$ cat src/rtl/map_engine_pkg.sv
// Shared types for the map_engine list-map accelerator (package map_pkg).
// Build option: MAP_ENGINE_SAT_EN selects saturating arithmetic in map_fn.
package map_pkg;

  typedef enum logic [1:0] {
    OP_ADD  = 2'd0,
    OP_SUB  = 2'd1,
    OP_MUL  = 2'd2,
    OP_PASS = 2'd3
  } map_op_e;

  typedef enum logic [1:0] {
    ST_IDLE,
    ST_WALK,
    ST_UNWIND,
    ST_DONE
  } map_state_e;

  // Widest element the engine is built for; modules keep width-matched locals.
  localparam int ELEM_DATA_W = 64;
  localparam int ELEM_IDX_W  = 16;

  typedef struct packed {
    logic [ELEM_DATA_W-1:0] data;
    logic [ELEM_IDX_W-1:0]  idx;
  } element_t;

endpackage

$ cat src/rtl/map_engine_fn.sv
// map_fn: FN_LAT-stage function pipeline carrying data, index and valid.
// Build option: MAP_ENGINE_SAT_EN makes add/sub/mul saturate as unsigned values.
module map_fn
  import map_pkg::*;
#(
  parameter int DATA_W = 32,
  parameter int IDX_W  = 4,
  parameter int FN_LAT = 2
) (
  input  logic              clk,
  input  logic              rst,
  input  logic              en,
  input  logic              in_valid,
  input  logic [DATA_W-1:0] in_data,
  input  logic [IDX_W-1:0]  in_idx,
  input  logic [1:0]        op,
  input  logic [DATA_W-1:0] k,
  output logic              out_valid,
  output logic [DATA_W-1:0] out_data,
  output logic [IDX_W-1:0]  out_idx
);

  logic [DATA_W-1:0] f_data;

`ifdef MAP_ENGINE_SAT_EN
  logic [DATA_W:0]     sum_w;
  logic [2*DATA_W-1:0] prod_w;

  always_comb begin
    sum_w  = {1'b0, in_data} + {1'b0, k};
    prod_w = {{DATA_W{1'b0}}, in_data} * {{DATA_W{1'b0}}, k};
    f_data = in_data;
    case (map_op_e'(op))
      OP_ADD:  f_data = sum_w[DATA_W] ? '1 : sum_w[DATA_W-1:0];
      OP_SUB:  f_data = (in_data < k) ? '0 : in_data - k;
      OP_MUL:  f_data = (|prod_w[2*DATA_W-1:DATA_W]) ? '1 : prod_w[DATA_W-1:0];
      default: f_data = in_data;
    endcase
  end
`else
  always_comb begin
    f_data = in_data;
    case (map_op_e'(op))
      OP_ADD:  f_data = in_data + k;
      OP_SUB:  f_data = in_data - k;
      OP_MUL:  f_data = in_data * k;
      default: f_data = in_data;
    endcase
  end
`endif

  // The function is evaluated into stage 0; later stages only delay it.
  for (genvar gi = 0; gi < FN_LAT; gi++) begin : g_stage
    logic              valid_reg;
    logic [DATA_W-1:0] data_reg;
    logic [IDX_W-1:0]  idx_reg;
    logic              valid_next;
    logic [DATA_W-1:0] data_next;
    logic [IDX_W-1:0]  idx_next;

    if (gi == 0) begin : g_head
      assign valid_next = in_valid;
      assign data_next  = f_data;
      assign idx_next   = in_idx;
    end else begin : g_body
      assign valid_next = g_stage[gi-1].valid_reg;
      assign data_next  = g_stage[gi-1].data_reg;
      assign idx_next   = g_stage[gi-1].idx_reg;
    end

    always_ff @(posedge clk or posedge rst) begin
      if (rst) begin
        valid_reg <= 1'b0;
        data_reg  <= '0;
        idx_reg   <= '0;
      end else if (en) begin
        valid_reg <= valid_next;
        data_reg  <= data_next;
        idx_reg   <= idx_next;
      end
    end
  end

  assign out_valid = g_stage[FN_LAT-1].valid_reg;
  assign out_data  = g_stage[FN_LAT-1].data_reg;
  assign out_idx   = g_stage[FN_LAT-1].idx_reg;

endmodule

$ cat src/rtl/map_engine.sv
// map_engine: walks a source list tail-first onto a stack, then unwinds it head-first
// through map_fn as an ordered valid/ready stream. Build option: MAP_ENGINE_SAT_EN.
module map_engine
  import map_pkg::*;
#(
  parameter int DATA_W = 32,
  parameter int DEPTH  = 8,
  parameter int IDX_W  = $clog2(DEPTH+1),
  parameter int FN_LAT = 2
) (
  input  logic              clk,
  input  logic              rst,
  input  logic              src_we,
  input  logic [IDX_W-1:0]  src_addr,
  input  logic [DATA_W-1:0] src_wdata,
  input  logic              start,
  input  logic [IDX_W-1:0]  start_len,
  output logic              start_ready,
  input  logic [1:0]        op,
  input  logic [DATA_W-1:0] k,
  output logic              out_valid,
  input  logic              out_ready,
  output logic [DATA_W-1:0] out_data,
  output logic [IDX_W-1:0]  out_idx,
  output logic              done,
  output logic [IDX_W-1:0]  done_count,
  output logic              err
);

  localparam int AW = (DEPTH > 1) ? $clog2(DEPTH) : 1;
  localparam logic [IDX_W-1:0] DEPTH_L = IDX_W'(DEPTH);

  map_state_e        state_reg;
  map_op_e           op_reg;
  logic [DATA_W-1:0] k_reg;
  logic [IDX_W-1:0]  len_reg;
  logic [IDX_W-1:0]  walk_idx_reg;
  logic [IDX_W-1:0]  sp_reg;
  logic [IDX_W-1:0]  pop_cnt_reg;
  logic [IDX_W-1:0]  pop_idx_reg;
  logic              pop_valid_reg;
  logic [DATA_W-1:0] pop_data_reg;
  logic [DATA_W-1:0] rd_data_reg;
  logic              done_reg;
  logic              err_reg;
  logic [IDX_W-1:0]  done_count_reg;

  logic [DATA_W-1:0] src_mem   [DEPTH];
  logic [DATA_W-1:0] stack_mem [DEPTH];

  logic             idle;
  logic             push;
  logic             pop;
  logic             en;
  logic             last_hs;
  logic [IDX_W-1:0] rd_addr_raw;
  logic [AW-1:0]    rd_addr;

  assign idle    = (state_reg == ST_IDLE);
  assign push    = (state_reg == ST_WALK);
  assign en      = !(out_valid && !out_ready);
  assign pop     = en && (state_reg == ST_UNWIND) && (pop_cnt_reg != len_reg);
  assign last_hs = out_valid && out_ready && (out_idx == len_reg - 1'b1);

  // The read register always holds the element the next WALK cycle pushes.
  assign rd_addr_raw = push ? walk_idx_reg - 1'b1 : start_len - 1'b1;
  assign rd_addr     = (rd_addr_raw < DEPTH_L) ? AW'(rd_addr_raw) : '0;

  always_ff @(posedge clk) begin
    if (src_we && idle && (src_addr < DEPTH_L))
      src_mem[AW'(src_addr)] <= src_wdata;
    rd_data_reg <= src_mem[rd_addr];
  end

  always_ff @(posedge clk) begin
    if (push)
      stack_mem[AW'(sp_reg)] <= rd_data_reg;
    if (pop)
      pop_data_reg <= stack_mem[AW'(sp_reg - 1'b1)];
  end

  always_ff @(posedge clk or posedge rst) begin
    if (rst) begin
      state_reg      <= ST_IDLE;
      op_reg         <= OP_ADD;
      k_reg          <= '0;
      len_reg        <= '0;
      walk_idx_reg   <= '0;
      sp_reg         <= '0;
      pop_cnt_reg    <= '0;
      pop_idx_reg    <= '0;
      pop_valid_reg  <= 1'b0;
      done_reg       <= 1'b0;
      err_reg        <= 1'b0;
      done_count_reg <= '0;
    end else begin
      done_reg <= 1'b0;
      err_reg  <= 1'b0;
      if (en)
        pop_valid_reg <= pop;
      case (state_reg)
        ST_IDLE: begin
          if (start) begin
            if (start_len > DEPTH_L) begin
              err_reg <= 1'b1;
            end else if (start_len == '0) begin
              state_reg      <= ST_DONE;
              done_reg       <= 1'b1;
              done_count_reg <= '0;
            end else begin
              state_reg      <= ST_WALK;
              len_reg        <= start_len;
              op_reg         <= map_op_e'(op);
              k_reg          <= k;
              walk_idx_reg   <= start_len - 1'b1;
              sp_reg         <= '0;
              pop_cnt_reg    <= '0;
              done_count_reg <= '0;
            end
          end
        end
        ST_WALK: begin
          sp_reg <= sp_reg + 1'b1;
          if (walk_idx_reg == '0)
            state_reg <= ST_UNWIND;
          else
            walk_idx_reg <= walk_idx_reg - 1'b1;
        end
        ST_UNWIND: begin
          if (pop) begin
            sp_reg      <= sp_reg - 1'b1;
            pop_idx_reg <= pop_cnt_reg;
            pop_cnt_reg <= pop_cnt_reg + 1'b1;
          end
          if (last_hs) begin
            state_reg      <= ST_DONE;
            done_reg       <= 1'b1;
            done_count_reg <= len_reg;
          end
        end
        default: state_reg <= ST_IDLE;
      endcase
    end
  end

  assert property (@(posedge clk) disable iff (rst) !(push && sp_reg == DEPTH_L));
  assert property (@(posedge clk) disable iff (rst) !(pop && sp_reg == '0));

  map_fn #(
    .DATA_W (DATA_W),
    .IDX_W  (IDX_W),
    .FN_LAT (FN_LAT)
  ) u_fn (
    .clk       (clk),
    .rst       (rst),
    .en        (en),
    .in_valid  (pop_valid_reg),
    .in_data   (pop_data_reg),
    .in_idx    (pop_idx_reg),
    .op        (op_reg),
    .k         (k_reg),
    .out_valid (out_valid),
    .out_data  (out_data),
    .out_idx   (out_idx)
  );

  assign start_ready = idle;
  assign done        = done_reg;
  assign done_count  = done_count_reg;
  assign err         = err_reg;

endmodule

$ cat config.mk
export PLATFORM = sky130hd
export DESIGN_NAME = map_engine
export DESIGN_NICKNAME = d
export VERILOG_FILES = /design/src/rtl/map_engine_pkg.sv /design/src/rtl/map_engine_fn.sv /design/src/rtl/map_engine.sv
export SDC_FILE = /design/constraint.sdc
export NUM_CORES = 2
export LEC_CHECK = 0
export ABC_AREA = 1
export BUFFER_PORTS_ARGS = -buffer_cell sky130_fd_sc_hd__buf_2
export CORE_MARGIN = 4
export CORE_UTILIZATION = 60
export DETAILED_ROUTE_END_ITERATION = 8
export PLACE_DENSITY = 0.77
export SLEW_MARGIN = 20
export SYNTH_ARGS = -nofsm -noshare
export SYNTH_HDL_FRONTEND = slang
export SYNTH_SLANG_ARGS = --single-unit
$ cat constraint.sdc
create_clock -name clk -period 17.1 [get_ports clk]
set_input_delay 1.71 -clock clk [delete_from_list [all_inputs] [get_ports clk]]
set_output_delay 1.71 -clock clk [all_outputs]
set_load 0.03 [all_outputs]
# After elaboration in Yosys (flattened, before gate mapping)
# Memory sizes are Yosys's and may differ from the RTL's. A register that Yosys moved wholly into a read port is not among the register bits.
# Cells that the tools add are included.
[word_totals]
reg_bits = 137
mem_bits_rw = 512
output_inout_bits = 44
memories = 2
[mem_list]
columns = ["memory", "words", "word_bits", "rd", "rd_clocked_by_memory_dff", "wr", "line", "source"]
rows = [
  ["src_mem", 8, 32, 1, 1, 1, "map_engine.sv:48", "logic [DATA_W-1:0] src_mem [DEPTH];"],
  ["stack_mem", 8, 32, 1, 1, 1, "map_engine.sv:49", "logic [DATA_W-1:0] stack_mem [DEPTH];"],
]
[op_classes]
n_addsub = 8
mul = 1
magnitude_cmp = 3
eq_ne = 13
n_mux = 37
bitwise_logic = 2
reduce_logical = 23
[ops]
columns = ["op", "n"]
rows = [
  ["one-hot mux 32 bit (3 select lines)", 1],
  ["two-way mux 4 bit", 13],
  ["adder 32 bit", 1],
  ["multiplier 32 x 32 -> 32 bit", 1],
  ["subtractor 32 bit", 1],
  ["one-hot mux 4 bit (2 select lines)", 3],
  ["subtractor 4 x 1 -> 4 bit, second input constant", 4],
  ["AND reduction 5 bit", 3],
  ["!= test 2 bit, second input constant", 6],
  ["one-hot mux 4 bit (3 select lines)", 1],
  ["AND reduction 4 bit", 3],
  ["two-way mux 1 bit", 11],
  ["two-way mux 2 bit", 5],
  ["adder 4 x 1 -> 4 bit, second input constant", 2],
  ["zero test 4 bit", 2],
  ["< comparator 4 bit, second input constant", 2],
  ["logical AND 1 bit", 7],
  ["one-hot mux 2 bit (3 select lines)", 1],
  ["equality test 2 x 1 -> 1 bit, second input constant", 2],
  ["equality test 2 bit, second input constant", 2],
  ["equality test 4 bit", 1],
  ["greater-than comparator 4 bit, second input constant", 1],
  ["zero test 2 bit", 2],
  ["!= test 4 bit", 1],
  ["8 further kinds", 11],
]

# Longest topological paths before layout
[logic_depth]
depth_word = 7
depth_mapped = 38

# Modules after synthesis
# Synthesis repeated with hierarchy kept, for this count alone.
[hier_totals]
hier_cells = 5171
hier_area_um2 = 47988.5
[by_module_without_submodules]
columns = ["mod", "instances", "cells_each", "area_per_inst_um2"]
rows = [
  ["map_engine", 1, 2032, 25353.1],
  ["map_fn", 1, 3139, 22635.5],
]

# Worst setup path after synthesis
# OpenSTA, ideal clock, no wires.
[synth_timing]
kind = "register to register"
start = "register k_reg[5]"
end = "register u_fn.g_stage[0].data_reg[23]"
setup_time_ps = 120
arrival_time_ps = 6600
t_required_ps = 16980
slack_ps = 10380
stages_incl_launch_ff = 29
n_path_buf = 2
synth_period_minus_slack_ps = 6720
cell_sequence = "dfrtp_1 -> clkbuf_1 -> clkbuf_1 -> nand2_1 -> inv_1 -> fa_1 -> fa_1 -> fa_1 -> inv_1 -> fa_1 -> inv_1 -> fa_1 -> inv_1 -> fa_1 -> inv_1 -> fa_1 -> fa_1 -> ha_1 -> a21oi_1 -> o21ai_0 -> a21oi_1 -> nand3_1 -> nand3_1 -> nand2_1 -> or2_2 -> nand3_1 -> nand4_1 -> o21ai_0 -> inv_1"
[synth_between]
elab_chain_len = 2
[synth_lines]
columns = ["element", "line", "source"]
rows = [
  ["start: declaration", "map_engine.sv:35", "logic [DATA_W-1:0] k_reg;"],
  ["start signal: assignment", "map_engine.sv:114", "k_reg <= k;"],
  ["multiplier 32 x 32 -> 32 bit, or another cell as far along", "map_engine_fn.sv:46", "OP_MUL: f_data = in_data * k;"],
  ["one-hot mux 32 bit (3 select lines) *", "map_engine_fn.sv:43", "case (map_op_e'(op))"],
  ["end signal: assignment", "map_engine_fn.sv:78", "data_reg <= data_next;"],
  ["end: declaration", "map_engine_fn.sv:55", "logic [DATA_W-1:0] data_reg;"],
]
# Every way passes the cells marked *; elsewhere a longest branch is shown, timed or not.
# A chain may end at the register's enable or synchronous reset.

# Worst setup path after layout
[layout_timing]
start = "register pop_data_reg[12] (read register of stack_mem)"
end = "register u_fn.g_stage[0].data_reg[21]"
[layout_between]
elab_chain_len = 2
[layout_lines]
columns = ["element", "line", "source"]
rows = [
  ["start: declaration", "map_engine.sv:42", "logic [DATA_W-1:0] pop_data_reg;"],
  ["multiplier 32 x 32 -> 32 bit, or another cell as far along", "map_engine_fn.sv:46", ""],
  ["one-hot mux 32 bit (3 select lines) *", "map_engine_fn.sv:43", ""],
]
# Marked as above.

==> impl_metrics.tcl <==
set metrics [dict create \
    outcome "finished, final reports clean" \
    tns_ns 0 \
    rsz0062_at_grt "no" \
    critPathLaunch "pop_data_reg[12]" \
    cp-start-kind "flip-flop" \
    setup_viol 0 \
    firstDrtPassIters 6 \
    cts-root-buf "clkbuf_16" \
    ys_seq_area_share_pct 43.4 \
    max_slew.worst_pin.slew_ns 1.17 \
    synth_top_family_by_area "adder cells" \
    async_reset_ff_share_pct 19.1 \
    portBuffers 122 \
    antenna_found_initial 3 \
    synth_xor_xnor_area_share_pct 1.18 \
    drv_cap 0 \
    hold_depth 2 \
    clockBufferDepth 3 \
    cts_tree "done" \
    gp_congestion 0.971 \
    synthFlopType "edfxtp_1" \
    cpPeakStageDelay_ns 1.12 \
    grt_use_total_pct 29.4 \
    grt_max_degree 101 \
    reg2reg_to "u_fn.g_stage[0].data_reg[21]" \
    core_area_um2 77500 \
    endpoint "u_fn.g_stage[0].data_reg[21]" \
    ff2ff_path_depth 27 \
    r2r_slack_ns 9.69 \
    ios 123 \
    rows 102 \
    syn-cell-area_um2 46900 \
    vias_per_cell 5.70 \
    hold_class "reg2reg" \
    most-common-layout-cells "nand2_1, inv_1, edfxtp_1" \
    hold_viol_final 0 \
    endpoint_kind "flip-flop" \
    finalMaxSlewViolations 0 \
    timing.rr.start "pop_data_reg[12]" \
    final_nets 5550 \
    synth-compound-area-share_pct 7.93 \
    syn_nets 5546 \
    worstSetupPathType "reg2reg" \
    die_area_um2 82800 \
    dieWidth_um 288 \
    ys_warn_count 0 \
    first_global_vias 34800 \
    clk_latency_ns 0.64 \
    critPathMaxFanout 23 \
    max_freq_mhz 135 \
    cts_repair_resize_count 0 \
    slew_headroom_pct 21.9 \
    dr.first_iter.drc_count 2946 \
    die_y_um 288 \
    detail-route-antenna-nets 0 \
    grt_overflow_total 0 \
    vias 34200 \
    syn_inst 4893 \
    cts_setup_buffers 0 \
    drive_above_1_share_pct 8.82 \
    cp_slowest_cell "edfxtp_1" \
    clkSlewWorstSetupHoldPaths_ns 0.07 \
    fin_crit_sh_pct 43.3 \
    crit_arrival_ns 7.90 \
    synth_seq_cells 712 \
    path_common_cell "fa_1" \
    muxShareOfSynthArea_pct 0.576 \
    numCtsBuffers 72 \
    final_common_cell "nand2_1" \
    yosys.area_share.simple_pct 15.9 \
    cts_sinks 712 \
    ctsHtreeMaxLevel 3 \
    ctsHoldBuffers 0 \
    area_growth_pct 8.42 \
    fin_skew_ns 0.0609 \
    worstPathRequired_ns 17.59 \
    syn_area_per_cell_um2 9.59 \
    yosys.area_share.adder_pct 21.8 \
    initial_core_util_pct 60.6 \
    fin_crit_ns 7.41 \
    largestRegisters "src_mem (256), stack_mem (256)" \
    dp_hpwl_um 80300 \
    ys_types 54 \
    wirelength_um 120000 \
    grt_pass1_wl_um 188000 \
    synth_edf_count 544 \
    drcViolationCount 0 \
    wire_per_inst_um 20.0 \
]
-- final cells by class --
class | instances | area (um^2)
clock inverter | 47 | 551
tap | 1040 | 1300
timing repair buffer | 181 | 1060
clock buffer | 86 | 1880
inverter | 867 | 3260
multi-input combinational | 3063 | 22400
sequential | 712 | 20400
antenna | 1 | 2.50
fill | 5925 | 26600
-- kinds of logic after synthesis --
| logic type | count (synthesis) |
|---|---|
| simple gates | 1777 |
| compound gates | 625 |
| mux | 24 |
| fa+ha+maj | 574 |
| xor+xnor | 63 |
| flops | 712 |
| buf+inv | 1118 |
-- how the worst min path moves through the flow --
stage / startpoint / end
5_1_grt: u_fn.g_stage[0].data_reg[8] / u_fn.out_data[8]
3_3_place_gp: u_fn.g_stage[0].data_reg[2] / u_fn.out_data[2]
2_1_floorplan: u_fn.g_stage[0].data_reg[29] / u_fn.out_data[29]
4_1_cts: done_count[3] / done_count[3]
3_5_place_dp: done_count[3] / done_count[3]
6_report: done_count[3] / done_count[3]
-- critical path, delay by kind of cell, from the launching register on --
kind	cells	cell delay, ns
compound gates	4	0.47
fa+ha+maj	9	4.32
buf+inv	7	0.46
flops	1	1.12
simple gates	7	0.92
-- synth_stat cells, drive strengths merged (2+ instances only) --
master | instances | share of area [%]
a41oi | 10 | 0.19
ha | 165 | 4.4
o22ai | 33 | 0.44
inv | 866 | 6.9
clkbuf | 194 | 1.6
nor3 | 20 | 0.26
a21o | 7 | 0.11
o21a | 3 | 0.048
nand3 | 108 | 1.2
a21oi | 123 | 1.3
nand2 | 1000 | 8.0
o21ai | 276 | 3.0
xnor2 | 28 | 0.52
o31ai | 4 | 0.064
buf | 57 | 0.65
nor3b | 32 | 0.81
a211oi | 5 | 0.080
o21bai | 12 | 0.19
nor4 | 4 | 0.053
nand4 | 23 | 0.31
fa | 409 | 17
a31oi | 38 | 0.51
dfxtp | 32 | 1.4
nor2 | 489 | 3.9
dfrtp | 136 | 7.3
mux2 | 24 | 0.58
edfxtp | 544 | 35
o221ai | 33 | 0.62
xor2 | 35 | 0.65
nand3b | 16 | 0.26
a221oi | 5 | 0.093
o211ai | 38 | 0.61
or2 | 82 | 1.1
and3 | 3 | 0.040
a32oi | 32 | 0.60
o2111ai | 2 | 0.037
-- routing by layer --
layer  track usage (%)  vias to the layer above  part of all wire, %
met5                 0                        -                0.010
met4              14.0                        2                  5.3
met3              4.05                      364                  7.8
met2              50.0                     1502                   49
met1              37.4                    16700                   38
li1                  -                    15600                    -
-- per-stage QoR --
stage               cells  util, %  setup WS (ns)  instance area [um^2]  hold slack (ns)
finish               5997     65.7           9.69                 50900            0.473
global route         5997     65.7           9.23                 50900            0.494
CTS                  5995     65.6           9.69                 50900            0.474
detailed placement   5862     62.5           9.72                 48400            0.458
global placement     5862     62.5           9.82                 48400            0.450
floorplan            4893        -          10.38                 46900            0.434
Power is not shown: default switching activity piles up to over one toggle a cycle in this logic, so the estimate is an artifact.
